`src/rtl/alu_pkg.sv`:
```
// Shared constants for the a4 datapath: word width, opcode width and ALU opcode encodings.
// Imported by the ALU and by decoder/control units so encodings live in one place.
package alu_pkg;

  localparam int unsigned DATA_W = 16;
  localparam int unsigned OP_W   = 5;

  typedef logic [DATA_W-1:0] word_t;

  localparam logic [OP_W-1:0] OP_ADD   = 5'b00000;
  localparam logic [OP_W-1:0] OP_SUB   = 5'b00001;
  localparam logic [OP_W-1:0] OP_AND   = 5'b00010;
  localparam logic [OP_W-1:0] OP_OR    = 5'b00011;
  localparam logic [OP_W-1:0] OP_XOR   = 5'b00100;
  localparam logic [OP_W-1:0] OP_NOT   = 5'b00101;
  localparam logic [OP_W-1:0] OP_NEG   = 5'b00110;
  localparam logic [OP_W-1:0] OP_SHL   = 5'b00111;
  localparam logic [OP_W-1:0] OP_SHR   = 5'b01000;
  localparam logic [OP_W-1:0] OP_SRA   = 5'b01001;
  localparam logic [OP_W-1:0] OP_SLT   = 5'b01010;
  localparam logic [OP_W-1:0] OP_SLTU  = 5'b01011;
  localparam logic [OP_W-1:0] OP_MUL   = 5'b01100;
  localparam logic [OP_W-1:0] OP_PASSX = 5'b01101;
  localparam logic [OP_W-1:0] OP_PASSY = 5'b01110;
  localparam logic [OP_W-1:0] OP_LHI   = 5'b01111;

endpackage

```
`src/rtl/alu_shifter.sv`:
```
// Barrel shifter for the ALU: SHL, logical SHR and arithmetic SRA.
// The full-width shift amount is honoured: any amount >= WIDTH saturates.
module alu_shifter #(
  parameter int unsigned WIDTH = 16
) (
  input  logic [WIDTH-1:0] x,
  input  logic [WIDTH-1:0] y,
  output logic [WIDTH-1:0] shl,
  output logic [WIDTH-1:0] shr,
  output logic [WIDTH-1:0] sra
);

  localparam int unsigned SH_W = $clog2(WIDTH);

  logic                    big;
  logic [SH_W-1:0]         amt;
  logic signed [WIDTH-1:0] xs;
  logic signed [WIDTH-1:0] sra_raw;

  always_comb begin
    big     = (y > WIDTH'(WIDTH - 1));
    amt     = y[SH_W-1:0];
    xs      = x;
    // kept in its own signed variable so >>> is not demoted to a logical shift
    sra_raw = xs >>> amt;
    shl     = big ? '0 : (x << amt);
    shr     = big ? '0 : (x >> amt);
    sra     = big ? {WIDTH{x[WIDTH-1]}} : sra_raw;
  end

endmodule

```
`src/rtl/alu.sv`:
```
// 16-bit integer ALU for the a4 datapath: z = f(ALUop, X, Y), registered one cycle later.
// Reserved opcodes produce zero; synchronous active-high reset clears z.
module alu
  import alu_pkg::*;
#(
  parameter int unsigned WIDTH = alu_pkg::DATA_W
) (
  input  logic                clk,
  input  logic                reset,
  input  logic [OP_W-1:0]     ALUop,
  input  logic [WIDTH-1:0]    X,
  input  logic [WIDTH-1:0]    Y,
  output logic [WIDTH-1:0]    z
);

  localparam int unsigned HALF = WIDTH / 2;

  logic [WIDTH-1:0] z_next;
  logic [WIDTH-1:0] shl_r;
  logic [WIDTH-1:0] shr_r;
  logic [WIDTH-1:0] sra_r;

  alu_shifter #(.WIDTH(WIDTH)) u_shifter (
    .x   (X),
    .y   (Y),
    .shl (shl_r),
    .shr (shr_r),
    .sra (sra_r)
  );

  always_comb begin
    z_next = '0;
    case (ALUop)
      OP_ADD:   z_next = X + Y;
      OP_SUB:   z_next = X - Y;
      OP_AND:   z_next = X & Y;
      OP_OR:    z_next = X | Y;
      OP_XOR:   z_next = X ^ Y;
      OP_NOT:   z_next = ~X;
      OP_NEG:   z_next = -X;
      OP_SHL:   z_next = shl_r;
      OP_SHR:   z_next = shr_r;
      OP_SRA:   z_next = sra_r;
      OP_SLT:   z_next[0] = ($signed(X) < $signed(Y));
      OP_SLTU:  z_next[0] = (X < Y);
      OP_MUL:   z_next = X * Y;
      OP_PASSX: z_next = X;
      OP_PASSY: z_next = Y;
      OP_LHI:   z_next = {Y[HALF-1:0], X[HALF-1:0]};
      default:  z_next = '0;
    endcase
  end

  always_ff @(posedge clk) begin
    if (reset) begin
      z <= '0;
    end else begin
      z <= z_next;
    end
  end

endmodule

```
`config.mk`:
```
export PLATFORM = sky130hd
export DESIGN_NAME = alu
export DESIGN_NICKNAME = d
export VERILOG_FILES = /design/src/rtl/alu_pkg.sv /design/src/rtl/alu_shifter.sv /design/src/rtl/alu.sv
export SDC_FILE = /design/constraint.sdc
export NUM_CORES = 1
export LEC_CHECK = 0
export CAP_MARGIN = 10
export CORE_MARGIN = 2
export CORE_UTILIZATION = 60
export CTS_CLUSTER_DIAMETER = 150
export DETAILED_ROUTE_END_ITERATION = 8
export GPL_TIMING_DRIVEN = 0
export HOLD_SLACK_MARGIN = 0.05
export MAX_ROUTING_LAYER = met4
export PLACE_DENSITY = 0.81
export SYNTH_ARGS = -nofsm -noshare
export SYNTH_HDL_FRONTEND = slang
export SYNTH_SLANG_ARGS = --single-unit
```
`constraint.sdc`:
```
create_clock -name clk -period 9.4 [get_ports clk]
set_clock_uncertainty 0.15 [all_clocks]
set_input_delay 1.88 -clock clk [delete_from_list [all_inputs] [get_ports clk]]
set_output_delay 1.88 -clock clk [all_outputs]
set_load 0.05 [all_outputs]
```
==> results.sh <==
export IMPL_cp_end_kind="flip-flop"
export IMPL_finalCritPeriodShare=0.983
export IMPL_vdd_drop_max_mv=0.307
export IMPL_rsz0062_at_grt="no"
export IMPL_fin_crit_ns=9.24
export IMPL_synth_compound_area_frac=0.237
export IMPL_drt_total_wl_mm=40.5
export IMPL_rows=44
export IMPL_yosysTopAreaCell="fa_1"
export IMPL_crit_path_end="z[14]"
export IMPL_hold_violations=0
export IMPL_syn_cell_area_sq_mm=0.00876
export IMPL_synth_xor_area_share=0.0596
export IMPL_nNetsFinal=1495
export IMPL_core_sq_mm=0.0144
export IMPL_ctsHtreeMaxLevel=1
export IMPL_combPwrFrac=0.916
export IMPL_synthToLayoutAreaGrowth_pct=9.76
export IMPL_dieArea_sq_mm=0.0156
export IMPL_cap_violations=0
export IMPL_antenna_found_initial=2
export IMPL_hpwl_mm=32.4
export IMPL_synth_top_family_by_area="adder cells"
export IMPL_cp_start_kind="input pin"
export IMPL_cts_buffers=3
export IMPL_ys_top_cells_by_count="nor2_1 (145), inv_1 (143), nand2_1 (132), ha_1 (101), fa_1 (81)"
export IMPL_largest_register="z"
export IMPL_grt_max_degree=13
export IMPL_postCtsSetupBuffers=0
export IMPL_synth_seq_cells=16
export IMPL_fmaxAchievable_ghz=0.108
export IMPL_synthSimpleGateAreaFrac=0.195
export IMPL_drv_slew=0
export IMPL_postRouteAntennaNets=0
export IMPL_synth_area_leaders="fa_1 (19%), ha_1 (14%), nor2_1 (6.2%)"
export IMPL_top_regs="z x16"
export IMPL_largest_reg_flops=16
export IMPL_p_int_uw=783
export IMPL_critPathArrivalTime_ns=9.25
export IMPL_initial_utilization=0.607
export IMPL_dr_pass1_iters=9
export IMPL_gp_congestion=1.16
export IMPL_postSynthCellCount=1217
export IMPL_cp_required_ns=9.41
export IMPL_yosysMostFrequentCell="nor2_1"
export IMPL_cts_tree="done"
export IMPL_yosys_warnings=0
export IMPL_crit_type="input pin to flip-flop"
export IMPL_setup_viol=0
export IMPL_hp_class="input pin to flip-flop"
export IMPL_port_buffers=53
export IMPL_wire_per_inst_um=27.8
export IMPL_hold_ws_ns=2.08
export IMPL_fin_util=0.667
export IMPL_worst_slew_pin_transition_ns=1.37
export IMPL_synth_edff_count=0
export IMPL_clock_root_buffer="clkbuf_16"
export IMPL_fp_dieW_um=125
export IMPL_swShare=0.574
export IMPL_power_switching_mw=1.05
export IMPL_synthFlopType="dfxtp_1"
export IMPL_grt_ovfl_total=0
export IMPL_grt_pass1_vias=10200
export IMPL_clkPwrFrac=0.044
export IMPL_synth_nets=1438
export IMPL_drive_gt1_frac=0.0314
export IMPL_finish_instance_area_sq_mm=0.00961
export IMPL_cts_sinks=16
export IMPL_path_max_fanout=10
export IMPL_dr_total_vias=10400
export IMPL_fillers=1264
export IMPL_setup_tns_ns=0
export IMPL_ys_seq_area_frac=0.0366
export IMPL_clk_pin_slew_ns=0.05
export IMPL_p_seq_frac=0.040
export IMPL_power_leakage_nw=4.23
export IMPL_crit_path_start="Y[3]"
export IMPL_async_flop_share=0
export IMPL_relSlewSlack=0.0780
export IMPL_drc_errors=88
export IMPL_via_per_inst=7.15
export IMPL_synth_area_mux_share=0.0417
export IMPL_status="finished, violations left"
export IMPL_drtIter0Drc=1579
export IMPL_placed_area_sq_mm=0.00952
export IMPL_ys_types=70
export IMPL_io_pins=55
export IMPL_grt_pass1_wl_mm=60.7
export IMPL_die_h_um=125
export IMPL_synth_fa_ha_area_frac=0.329
export IMPL_grt_total_usage=0.526
export IMPL_syn_avg_cell_area_sq_um=7.20
export IMPL_netlist_area_leader_share=0.185
export IMPL_totalPowerFinal_mw=1.84
export IMPL_power_density_mw_per_mm2=191
export IMPL_clk_path_buf_depth=2
export IMPL_violations="DRC"
==> layer usage <==
layer  track usage  part of all wire  up-vias
met5             -                 0        -
met4         0.362              0.10        0
met3         0.153              0.15      325
met2         0.758              0.40     1017
met1         0.635              0.35     4773
li1              -                 -     4303
==> worst min path at each step <==
stage	slack, ns	depth (start not counted)	startpoint	endpoint
global placement	2.30	4	ALUop[3]	z[0]
CTS	2.07	4	ALUop[3]	z[0]
global route	2.09	2	reset	z[0]
floorplan	1.80	1	reset	z[0]
finish	2.08	2	reset	z[0]
detailed placement	2.32	4	ALUop[3]	z[0]
==> worst max-delay path: stages <==
cell	delay [ns]
clkdlybuf4s50_1	0.57
clkbuf_1	0.46
clkbuf_2	0.41
buf_1	0.62
nand2_1	0.14
fa_1	0.49
fa_1	0.59
fa_1	0.47
fa_1	0.57
inv_1	0.05
fa_1	0.49
inv_1	0.06
fa_1	0.48
inv_1	0.05
ha_1	0.37
a21o_1	0.23
and3_1	0.20
a2111oi_1	0.44
xnor2_1	0.24
nand2_1	0.20
a31oi_1	0.24
==> area by class of cell <==
cell class              count  area (sq um)  share of cell area
inverters                 157           589              0.0613
clock buffers               3          75.1             0.00781
well taps                 184           230              0.0239
multi-input cells         966          7560               0.787
flip-flops and latches     16           320              0.0333
diodes                      2          5.00            0.000521
repair buffers             53           531              0.0552
plain buffers              77           300              0.0312
==> what timing repair did <==
item	in CTS	in global routing
hold buffers	0	0
endpoints found under the setup margin	3	3
pin swaps	0	0
gates resized for setup	4	12
==> power groups by stage <==
stage | clock [mW] | sequential [mW] | combinational, mW
after floorplan | 0 | 0.0895 | 1.07
after global placement | 0 | 0.0744 | 1.53
after detailed placement | 0 | 0.0746 | 1.58
after CTS | 0.0809 | 0.0733 | 1.59
after global routing | 0.0835 | 0.0735 | 1.78
final | 0.0816 | 0.0732 | 1.68
==> metrics by stage <==
stage / setup slack, ns / std cells
5_1_grt: 0.130 / 1458
3_5_place_dp: -0.646 / 1454
6_report: 0.156 / 1458
2_1_floorplan: 1.66 / 1217
3_3_place_gp: -0.550 / 1454
4_1_cts: 0.00516 / 1457
==> placed cells by master (no fill, tap or decap), drive strengths merged, types with 8 or more instances in the layout <==
cell type	n
inv	150
nor2	145
nand2	132
ha	101
fa	81
clkbuf	70
a21oi	69
o21ai	67
clkdlybuf4s50	53
xnor2	44
nor3	29
a31oi	21
a211oi	21
nand3	17
dfxtp	16
mux2i	14
xor2	13
or3	12
a21o	12
o22ai	12
o211ai	12
nand2b	11
nor4	10
buf	10
a22oi	9
mux4	9
a221oi	9
o2111ai	8
==> kinds of logic (layout without fill, tap and decap cells) <==
kind of cell | Yosys count | after routing
xor gates and xnor gates | 58 | 58
buffers and inverters | 235 | 290
other | 0 | 2
adders and majority gates | 182 | 182
and+or+nand+nor | 391 | 391
DFF | 16 | 16
AOI/OAI and AO/OA | 310 | 310
muxes | 25 | 25
Note: power is estimated with default switching activity, not from simulation.
